--- config.mk ---
export PLATFORM = sky130hd
export DESIGN_NAME = reg0_ba_gated
export DESIGN_NICKNAME = d
export VERILOG_FILES = /design/src/rtl/reg0_ba_gated.sv
export SDC_FILE = /design/constraint.sdc
export NUM_CORES = 1
export LEC_CHECK = 0
export ABC_AREA = 1
export CAP_MARGIN = 40
export CORE_UTILIZATION = 62
export DETAILED_ROUTE_END_ITERATION = 7
export DONT_BUFFER_PORTS = 1
export GPL_TIMING_DRIVEN = 0
export PLACE_DENSITY = 0.77
export SLEW_MARGIN = 20
export SYNTH_ARGS = -nofsm -noshare
export SYNTH_HDL_FRONTEND = slang
export SYNTH_SLANG_ARGS = --single-unit
export TNS_END_PERCENT = 100
--- constraint.sdc ---
create_clock -name clk -period 0.85 [get_ports clk]
set_input_delay 0.1275 -clock clk [delete_from_list [all_inputs] [get_ports clk]]
set_output_delay 0.1275 -clock clk [all_outputs]
set_load 0.03 [all_outputs]
--- src/rtl/reg0_ba_gated.sv ---
// Register R0 with base-address gating: BaOut forces the bus-mux view to zero.
// Optional macro REG0_WRITE_FLAG_EN adds the sticky r0_written flag output.
module reg0_ba_gated #(
    parameter int                 WIDTH       = 32,
    parameter logic [WIDTH-1:0]   RESET_VALUE = '0
) (
    input  logic               clk,
    input  logic               clr,
    input  logic               enable,
    input  logic [WIDTH-1:0]   input_D,
    input  logic               BaOut,
    output logic [WIDTH-1:0]   BusMuxIn_R0
`ifdef REG0_WRITE_FLAG_EN
    ,
    output logic               r0_written
`endif
);

    logic [WIDTH-1:0] r_q;
    logic [WIDTH-1:0] w_gated;

    // Reset outranks a write arriving on the same edge.
    always_ff @(posedge clk) begin
        if (!clr) begin
            r_q <= RESET_VALUE;
        end else if (enable) begin
            r_q <= input_D;
        end
    end

    // Masking only affects the bus view; writes under BaOut still land in r_q.
    always_comb begin
        w_gated = r_q;
        if (BaOut) begin
            w_gated = '0;
        end
    end

    assign BusMuxIn_R0 = w_gated;

`ifdef REG0_WRITE_FLAG_EN
    logic r_written;

    always_ff @(posedge clk) begin
        if (!clr) begin
            r_written <= 1'b0;
        end else if (enable) begin
            r_written <= 1'b1;
        end
    end

    assign r0_written = r_written;
`endif

endmodule

==> impl_metrics.py <==
metrics = {
    "worst_setup_path": {
        "crit_end": "BusMuxIn_R0[30]",
        "start_kind": "flop",
        "r2r_start": "r_q[6]",
        "arrival_ns": 0.99,
        "critPathCaptureType": "output port",
        "timing.rr.end": "r_q[6]",
        "critPathRequiredTime_ns": 0.72,
        "reg2reg_depth": 3,
        "critPathKind": "flop to output port",
        "max_stage_delay_ns": 0.36,
        "reg2reg_setup_slack_ns": 0,
        "worstPathCellList": "inv_2 > nor2_4",
        "cp_slowest_cell": "dfxtp_2",
        "critPathLaunch": "r_q[30]",
        "crit_path_max_fanout": 2,
    },
    "hold_path": {
        "hold_path.class": "input port to flop",
        "hold_depth": 4,
    },
    "timing": {
        "finalSetupViolations": 32,
        "period_minus_slack_ns": 1.119,
        "fin_skew_ns": 0,
        "maxSlewHeadroom_pct": 64.04,
        "tightest_slew_ns": 0.5393,
        "final_max_slew_viol_count": 0,
        "timing.final.crit_share_pct": 131.6,
        "clock.fmax_ghz": 0.8939,
        "layout_setup_ws_ns": -0.2687,
        "finalHoldViolCount": 3,
        "setup_tns_ns": -7.520,
        "hold_slack_ns": -0.01554,
        "rsz0062_at_grt": "yes",
    },
    "cells_and_area": {
        "largest_reg_flops": 32,
        "top_regs": "r_q: 32 flops",
        "drive_gt1_share_pct": 53.87,
        "area_delta_synth_final_pct": 39.93,
        "fill_cells": 79,
        "nNetsFinal": 345,
        "largest_register": "r_q",
        "n_antenna_cell": 0,
        "final_cell_area_um2": 2434,
    },
    "clocking": {
        "cts-root-buf": "clkbuf_4",
        "h-tree-depth": 2,
        "cts_tree": "yes",
        "clk_latency_ns": 0.36,
        "path_clk_slew_ns": 0.11,
        "clock_sinks": 32,
        "cts_buffer_depth": 2,
        "cts_made_buffers": 5,
    },
    "yosys": {
        "async_reset_ff_share_pct": 0,
        "synth_edf_count": 0,
        "synth.distinct_cells": 11,
        "netlist.area_leader.share_pct": 36.83,
        "ys_top_cells_by_count": "nor2_1, inv_1, nand2_1",
        "synthCells": 269,
        "ys_warn_count": 0,
        "syn_area_um2": 1739,
        "seq_area_frac_synth_pct": 36.83,
        "synth_area_leaders": "dfxtp_1, nor2_1, inv_1",
        "yosysTopAreaCell": "dfxtp_1",
        "synth_nets": 305,
        "synthFlopType": "dfxtp_1",
        "avgSynthCellArea_um2": 6.465,
        "synth-seq-cells": 32,
        "synth_most_common_cell": "nor2_1",
    },
    "power_and_ir_drop": {
        "power.internal_mw": 2.392,
        "power.total_mw": 3.771,
        "seq_power_share_pct": 45.6,
        "p_leak_nw": 1.154,
        "combinationalPowerShare_pct": 27.8,
        "switching_share_pct": 36.58,
        "peakVddDrop_uv": 1427,
        "p_switching_mw": 1.379,
        "clock_power_share_pct": 26.5,
        "power-per-cell-area_nw_per_um2": 1549,
    },
    "global_routing": {
        "grt_use_total_pct": 42.73,
        "grt_max_degree": 11,
        "grt_overflow": 0,
        "grt_pass1_vias": 1732,
        "grt_pass1_wl_mm": 8.583,
        "antenna_found_initial": 0,
    },
    "routing": {
        "drc": 0,
        "vias_per_cell": 5.876,
        "vias": 1998,
        "drt_iter0_markers": 152,
        "dr.pass1.iters": 7,
        "wl_per_cell_um": 21.26,
        "wl_mm": 7.230,
        "antenna_left": 0,
    },
    "place": {
        "portBuffers": 0,
        "pre_cts_slack_ns": -0.08964,
        "place_area_um2": 1834,
        "gp_congestion": 0.6571,
        "hpwl_mm": 2.146,
    },
    "floorplanning": {
        "rows": 18,
        "die_y_um": 54.97,
        "die_width_um": 54.97,
        "start_util_pct": 67.74,
        "ioPinCount": 68,
        "core_area_um2": 2567,
        "die-area_um2": 3021,
    },
    "run": {
        "max_cap_violations": 0,
    },
    "run_status": {
        "violations": "negative hold slack, negative setup slack",
        "status": "finished with violations",
    },
}
[cell type report]
type / instances / area [um2] / area share [%]
inverter: 64 / 240.2 / 9.871
clock buffer: 8 / 58.81 / 2.416
buffer: 13 / 145.1 / 5.964
sequential: 32 / 680.7 / 27.97
tap: 30 / 37.54 / 1.542
multi-input combinational: 160 / 955.9 / 39.28
timing repair buffer: 33 / 315.3 / 12.96
[cell usage in the layout, fill, tap and decap left out]
| cell type | n |
|---|---|
| clkbuf_1 | 2 |
| buf_8 | 3 |
| dfxtp_2 | 32 |
| clkbuf_4 | 5 |
| buf_12 | 2 |
| inv_2 | 32 |
| nor2_1 | 43 |
| nand2_2 | 25 |
| buf_4 | 9 |
| inv_1 | 32 |
| buf_6 | 2 |
| dlygate4sd3_1 | 27 |
| buf_2 | 3 |
| nor2_2 | 21 |
| nand2_1 | 39 |
| nor2_4 | 32 |
| clkbuf_8 | 1 |
[critical path: cells and delay by family (launching register included)]
| family | cells | cell delay, ns |
|---|---|---|
| flip-flops | 1 | 0.36 |
| AND/OR/NAND/NOR | 1 | 0.21 |
| buffers and inverters | 1 | 0.06 |
[power groups by stage]
stage	Sequential [mW]	Combinational, mW	Clock, mW
2_1_floorplan	1.68	0.608	0
3_3_place_gp	1.68	0.666	0
3_5_place_dp	1.69	0.678	0
4_1_cts	1.69	0.900	0.925
5_1_grt	1.72	1.11	1.02
6_report	1.72	1.05	1.00
[worst min-delay path by stage]
stage / endpoint / startpoint / slack [ns]
detailed placement: r_q[30] / clr / 0.26
floorplan: r_q[30] / clr / 0.25
global route: r_q[13] / input_D[13] / 0.004
global placement: r_q[30] / clr / 0.25
CTS: r_q[8] / input_D[8] / 0.002
finish: r_q[7] / input_D[7] / -0.02
[repair_timing]
action,CTS,global route
hold buffers,27,0
pin swaps,32,32
setup buffers,1,5
endpoints found under the hold margin,26,0
gates cloned,0,0
gates resized for setup,105,1
setup endpoints to repair,32,32
[per-layer routing]
metal	part of all wire, %	track usage [%]	up-vias
li1	-	-	816
met4	9.3	21.67	0
met2	49	79.12	193
met5	0	0	-
met3	10	14.75	77
met1	32	41.41	912
[cells by family (layout without fill, tap and decap cells)]
group,after synthesis,after routing,synth area share (%)
buffers and inverters,77,118,22.16
DFF,32,32,36.83
and+or+nand+nor,160,160,41.01
[metrics by stage]
stage,instances,hold slack (ns),utilization (%)
4_1_cts,335,0.001880,93.23
6_report,340,-0.01554,94.79
3_5_place_dp,299,0.2550,71.44
2_1_floorplan,269,0.2479,-
3_3_place_gp,299,0.2550,71.44
5_1_grt,340,0.004108,94.79
No activity file was read; power rests on OpenSTA's default activity.
